### src/rtl/spi_master.sv
// SPI initiator with a single chip select: all four CPOL/CPHA modes, MSB/LSB first,
// programmable SCLK divider and CS setup/hold/idle timing behind a start/done handshake.
module spi_master #(
  parameter int unsigned DATA_WIDTH = 8,
  parameter int unsigned CLK_DIV    = 8,
  parameter int unsigned CS_SETUP   = 2,
  parameter int unsigned CS_HOLD    = 2,
  parameter int unsigned CS_IDLE    = 4
) (
  input  logic                  clk,
  input  logic                  rst,
  input  logic                  start,
  input  logic [DATA_WIDTH-1:0] tx_data,
  input  logic                  cpol,
  input  logic                  cpha,
  input  logic                  lsb_first,
  output logic                  busy,
  output logic                  done,
  output logic [DATA_WIDTH-1:0] rx_data,
  output logic                  sclk,
  output logic                  mosi,
  input  logic                  miso,
  output logic                  cs
);

  localparam int unsigned DIV_W   = $clog2(CLK_DIV);
  localparam int unsigned TOG_W   = $clog2(2 * DATA_WIDTH) + 1;
  localparam int unsigned IDX_W   = (DATA_WIDTH > 2) ? $clog2(DATA_WIDTH) : 1;
  localparam int unsigned TIM_MAX = (CS_SETUP > CS_HOLD) ?
                                    ((CS_SETUP > CS_IDLE) ? CS_SETUP : CS_IDLE) :
                                    ((CS_HOLD > CS_IDLE) ? CS_HOLD : CS_IDLE);
  localparam int unsigned TIM_W   = $clog2(TIM_MAX + 1);

  localparam logic [2:0] S_IDLE  = 3'd0;
  localparam logic [2:0] S_SETUP = 3'd1;
  localparam logic [2:0] S_XFER  = 3'd2;
  localparam logic [2:0] S_HOLD  = 3'd3;
  localparam logic [2:0] S_GAP   = 3'd4;

  logic [2:0]            state,   state_n;
  logic [DIV_W-1:0]      div_cnt, div_cnt_n;
  logic [TOG_W-1:0]      tog_cnt, tog_cnt_n;
  logic [TIM_W-1:0]      tim_cnt, tim_cnt_n;
  logic [DATA_WIDTH-1:0] tx_word, tx_word_n;
  logic [DATA_WIDTH-1:0] rx_sr,   rx_sr_n;
  logic [DATA_WIDTH-1:0] rx_data_n;
  logic                  cpha_q,  cpha_q_n;
  logic                  lsb_q,   lsb_q_n;
  logic                  cpol_q,  cpol_q_n;
  logic                  busy_n, done_n, sclk_n, mosi_n, cs_n;

  logic [TOG_W-1:0]      tog_nx;
  logic [IDX_W-1:0]      bit_idx;
  logic [IDX_W-1:0]      bit_pos;
  logic                  lead;

  // Toggle number about to happen and the bit it selects in transmit order
  always_comb begin
    tog_nx  = tog_cnt + TOG_W'(1);
    lead    = tog_nx[0];
    bit_idx = IDX_W'(tog_nx >> 1);
    bit_pos = lsb_q ? bit_idx : (IDX_W'(DATA_WIDTH - 1) - bit_idx);
  end

  always_ff @(posedge clk or posedge rst) begin
    if (rst) begin
      state   <= S_IDLE;
      div_cnt <= '0;
      tog_cnt <= '0;
      tim_cnt <= '0;
      tx_word <= '0;
      rx_sr   <= '0;
      rx_data <= '0;
      cpha_q  <= 1'b0;
      lsb_q   <= 1'b0;
      cpol_q  <= 1'b0;
      busy    <= 1'b0;
      done    <= 1'b0;
      sclk    <= 1'b0;
      mosi    <= 1'b0;
      cs      <= 1'b1;
    end else begin
      state   <= state_n;
      div_cnt <= div_cnt_n;
      tog_cnt <= tog_cnt_n;
      tim_cnt <= tim_cnt_n;
      tx_word <= tx_word_n;
      rx_sr   <= rx_sr_n;
      rx_data <= rx_data_n;
      cpha_q  <= cpha_q_n;
      lsb_q   <= lsb_q_n;
      cpol_q  <= cpol_q_n;
      busy    <= busy_n;
      done    <= done_n;
      sclk    <= sclk_n;
      mosi    <= mosi_n;
      cs      <= cs_n;
    end
  end

  always_comb begin
    state_n   = state;
    div_cnt_n = div_cnt;
    tog_cnt_n = tog_cnt;
    tim_cnt_n = tim_cnt;
    tx_word_n = tx_word;
    rx_sr_n   = rx_sr;
    rx_data_n = rx_data;
    cpha_q_n  = cpha_q;
    lsb_q_n   = lsb_q;
    cpol_q_n  = cpol_q;
    busy_n    = busy;
    done_n    = 1'b0;
    sclk_n    = sclk;
    mosi_n    = mosi;
    cs_n      = cs;

    case (state)
      S_IDLE: begin
        sclk_n = cpol;
        if (start) begin
          tx_word_n = tx_data;
          cpol_q_n  = cpol;
          cpha_q_n  = cpha;
          lsb_q_n   = lsb_first;
          cs_n      = 1'b0;
          busy_n    = 1'b1;
          mosi_n    = lsb_first ? tx_data[0] : tx_data[DATA_WIDTH-1];
          div_cnt_n = '0;
          tog_cnt_n = '0;
          tim_cnt_n = '0;
          rx_sr_n   = '0;
          state_n   = S_SETUP;
        end
      end

      S_SETUP: begin
        if (32'(tim_cnt) + 32'd1 == CS_SETUP) begin
          tim_cnt_n = '0;
          state_n   = S_XFER;
        end else begin
          tim_cnt_n = tim_cnt + TIM_W'(1);
        end
      end

      // Each divider wrap is one SCLK edge; odd toggles lead, even toggles trail
      S_XFER: begin
        if (div_cnt == DIV_W'(CLK_DIV - 1)) begin
          div_cnt_n = '0;
          sclk_n    = ~sclk;
          tog_cnt_n = tog_nx;
          if (lead != cpha_q) begin
            rx_sr_n = lsb_q ? {miso, rx_sr[DATA_WIDTH-1:1]}
                            : {rx_sr[DATA_WIDTH-2:0], miso};
          end else if (tog_nx != TOG_W'(2 * DATA_WIDTH)) begin
            mosi_n = tx_word[bit_pos];
          end
          if (tog_nx == TOG_W'(2 * DATA_WIDTH)) begin
            tim_cnt_n = '0;
            state_n   = S_HOLD;
          end
        end else begin
          div_cnt_n = div_cnt + DIV_W'(1);
        end
      end

      S_HOLD: begin
        if (32'(tim_cnt) + 32'd1 == CS_HOLD) begin
          rx_data_n = rx_sr;
          done_n    = 1'b1;
          cs_n      = 1'b1;
          tim_cnt_n = '0;
          if (CS_IDLE > 1) begin
            state_n = S_GAP;
          end else begin
            busy_n  = 1'b0;
            state_n = S_IDLE;
          end
        end else begin
          tim_cnt_n = tim_cnt + TIM_W'(1);
        end
      end

      // The done cycle counts as the first CS-high cycle, so IDLE can accept exactly CS_IDLE later
      S_GAP: begin
        if (32'(tim_cnt) + 32'd2 == CS_IDLE) begin
          tim_cnt_n = '0;
          busy_n    = 1'b0;
          state_n   = S_IDLE;
        end else begin
          tim_cnt_n = tim_cnt + TIM_W'(1);
        end
      end

      default: begin
        state_n = S_IDLE;
        busy_n  = 1'b0;
        cs_n    = 1'b1;
      end
    endcase
  end

endmodule

### config.mk
export PLATFORM = sky130hd
export DESIGN_NAME = spi_master
export DESIGN_NICKNAME = d
export VERILOG_FILES = /design/src/rtl/spi_master.sv
export SDC_FILE = /design/constraint.sdc
export NUM_CORES = 1
export LEC_CHECK = 0
export ABC_AREA = 1
export CELL_PAD_IN_SITES_DETAIL_PLACEMENT = 1
export CELL_PAD_IN_SITES_GLOBAL_PLACEMENT = 1
export CORE_MARGIN = 4
export CORE_UTILIZATION = 40
export DETAILED_ROUTE_END_ITERATION = 16
export DONT_BUFFER_PORTS = 1
export GPL_TIMING_DRIVEN = 0
export PLACE_DENSITY = 0.79
export SLEW_MARGIN = 40
export SYNTH_ARGS = -nofsm -noshare
export SYNTH_HDL_FRONTEND = slang
export SYNTH_SLANG_ARGS = --single-unit
### constraint.sdc
create_clock -name clk -period 2 [get_ports clk]
set_input_delay 0.3 -clock clk [delete_from_list [all_inputs] [get_ports clk]]
set_output_delay 0.3 -clock clk [all_outputs]
set_load 0.005 [all_outputs]
==> impl_metrics.yaml <==
setup_path:
  path_cells: "ha_1 -> xnor2_1 -> nand3_1 -> nor3_4 -> inv_2 -> buf_2 -> nand2_1 -> o21ai_1"
  r2r_slack_ns: 0.16
  r2r_end: "rx_data[2]"
  crit_family: "simple AND/OR/NAND/NOR gates"
  cpPeakStageDelay_ns: 0.42
  cp_max_fo: 10
  startpoint_type: "flip-flop"
  end_kind: "flip-flop"
  arrival_ns: 2.02
  crit_type: "reg2reg"
  crit_start: "tim_cnt[0]"
  worst-path-stages: 8
  r2r-start: "tim_cnt[0]"
  path_buf_inv: 2
  crit_end: "rx_data[2]"
  crit_required_ns: 2.18
  cp_slowest_cell: "dfrtp_1"
  reg2reg_depth: 8
power:
  power_density_nw_per_um2: 1590
  peakVddDrop_uv: 745
  power.static_leakage_nw: 1.30
timing:
  worst_pin_slew_ns: 0.351
  fin_setup_tns_ns: 0
  fmax_mhz: 545
  setup-violations-final: 0
  worst_slack_ns: 0.164
  skew_ns: 0.0136
  slew_headroom_pct: 76.6
  rsz0062_at_grt: "false"
  report.final.slew_viol_count: 0
  hold_viol: 0
  fin_crit_sh_pct: 91.8
  final.min_clock_period_ns: 1.84
grt:
  antenna_found_initial: 0
  grt_pass1_vias: 2175
  grt_pass1_wl_um: 10400
  grt_usage_pct: 17.7
  grt_max_degree: 32
  grt_overflow: 0
route:
  ant_nets: 0
  via_count: 1973
  vias_per_cell: 5.23
  initialDrtViolationCount: 71
  drc: 0
  wl_per_cell_um: 15.6
  dr.pass1.iters: 4
  routed_wl_um: 5880
finish:
  antennaDiodeCount: 0
  nets: 326
  syn2layout_area_growth_pct: 11.3
  finalNonFillerCells: 377
  final_core_util_pct: 46.7
  stdcell_area_um2: 2620
  final_layout_size_suffix_gt1_share_pct: 11.8
synthesis:
  ys_seq_elements: 45
  synthCells: 295
  synth.distinct_cells: 33
  synthArstFlopShare_pct: 100
  syn_avg_cell_area_um2: 7.98
  synth_fp_nets: 317
  yosysSeqAreaShare_pct: 47.9
  synth_edf_count: 0
  ys_warn_count: 0
  synth.cells.most_frequent: "nand2_1 (109), dfrtp_1 (44), inv_1 (25), nand3_1 (20), o21ai_0 (16)"
  syn_area_um2: 2350
  synth_flop_cell: "dfrtp_1"
  yosysMostFrequentCell: "nand2_1"
  synth_area_leaders: "dfrtp_1 (47%), nand2_1 (17%), nand3_1 (4.3%)"
  synth_top_area_share_pct: 46.8
  yosysTopAreaCell: "dfrtp_1"
clock_tree:
  cts_tree: "built"
  cts-buffers-inserted: 5
  clkLatencyLatePin_ns: 0.30
  htree_levels: 2
  clk_pin_slew_ns: 0.10
  clock_sinks: 45
  clockBufferDepth: 2
  cts_setup_buffers: 0
  root_buffer: "clkbuf_8"
outcome:
  status: "completed"
placement:
  post-place-cells: 368
  routabilityCongestion: 0.884
  port_buffers: 0
  placed_cell_area_um2: 2470
  dp_hpwl_um: 4330
  pre_cts_ws_ns: 0.148
die:
  die_x_um: 84.7
  die_area_um2: 7180
  num_io_pins: 28
  coreArea_um2: 5610
  start_util_pct: 42.0
  rows: 27
  die_y_um: 84.7
run:
  cap_viol_max_count: 0
min_path:
  hold_class: "in2reg"
[worst min-delay path by stage]
stage | start | to | slack, ns | cells past startpoint
after floorplan | tx_data[1] | tx_word[1] | 0.42 | 2
after global placement | tx_data[1] | tx_word[1] | 0.42 | 2
after detailed placement | rst | tim_cnt[0] | 0.11 | 1
after CTS | tx_data[2] | tx_word[2] | 0.11 | 2
after global routing | tx_data[3] | tx_word[3] | 0.10 | 2
final | tx_data[4] | tx_word[4] | 0.11 | 2
[routing by layer]
metal  wire (um)  track usage, %
met5           0               0
met4          75            5.04
met3         162            4.32
met2        2940            30.0
met1        2710            22.4
[cell families (layout without fill, tap and decap cells)]
| family | after synthesis | count (layout) | share of synthesized area (%) |
|---|---|---|---|
| and+or+nand+nor | 153 | 153 | 27.9 |
| AOI/OAI and AO/OA | 47 | 47 | 12.6 |
| DFF | 45 | 45 | 47.9 |
| buffers and inverters | 41 | 51 | 7.12 |
| adders and majority gates | 7 | 7 | 3.72 |
| xor gates and xnor gates | 2 | 2 | 0.744 |
[cells in the final DEF, fill, tap and decap left out, types with 2 or more instances in the layout]
cell type  synthesis  final
o22ai_1            2      2
o31ai_1            7      7
nor2_1            12     12
dfrtp_1           44     44
nand4_1            4      4
inv_1             25     24
clkbuf_8           0      5
ha_1               7      7
o21ai_0           16     16
a21oi_1            4      4
buf_2              5      5
nor2_2             3      3
bufinv_16          0      2
nand2_1          109    109
inv_2              8      8
o21ai_1            9      9
o31ai_2            2      2
nand3_1           20     20
a22o_1             2      2
[what timing repair did]
item | 4_1_cts | 5_1_grt
hold buffers | 1 | 0
endpoints found under the setup margin | 0 | 2
resized for setup | 0 | 1
hold endpoints to repair | 13 | 0
[power by group]
| part | internal (mW) | total, mW | switching, mW |
|---|---|---|---|
| clock | 0.504 | 0.846 | 0.342 |
| combinational | 0.596 | 1.82 | 1.22 |
| sequential | 1.24 | 1.50 | 0.254 |
[sequential cells by signal (all words and copies together) (netlist names), 3 cells and up]
| signal | count |
|---|---|
| tim_cnt | 3 |
| rx_data | 8 |
| div_cnt | 3 |
| tog_cnt | 5 |
| state | 3 |
| rx_sr | 8 |
| tx_word | 8 |
[worst reg2reg max path, cell delays in order, from the launching register on]
cell and delay [ns]:
dfrtp_1 0.42, ha_1 0.23, xnor2_1 0.19, nand3_1 0.21, nor3_4 0.23, inv_2 0.11
buf_2 0.20, nand2_1 0.08, o21ai_1 0.06
[per-stage QoR]
stage	hold slack [ns]	power, mW
after floorplan	0.417	2.84
after global placement	0.419	3.21
after detailed placement	0.113	3.30
after CTS	0.108	4.18
after global routing	0.104	4.56
final	0.110	4.16
[final cells by class]
cell class	instances	area (um2)
Tap cell	72	90.1
Fill cell	713	2990
Multi-Input combinational cell	209	1070
Timing Repair Buffer	2	30.0
Sequential cell	45	1130
Inverter	34	130
Clock inverter	3	68.8
Buffer	7	40.0
Clock buffer	5	68.8
Power figures use the tool's default switching activity.
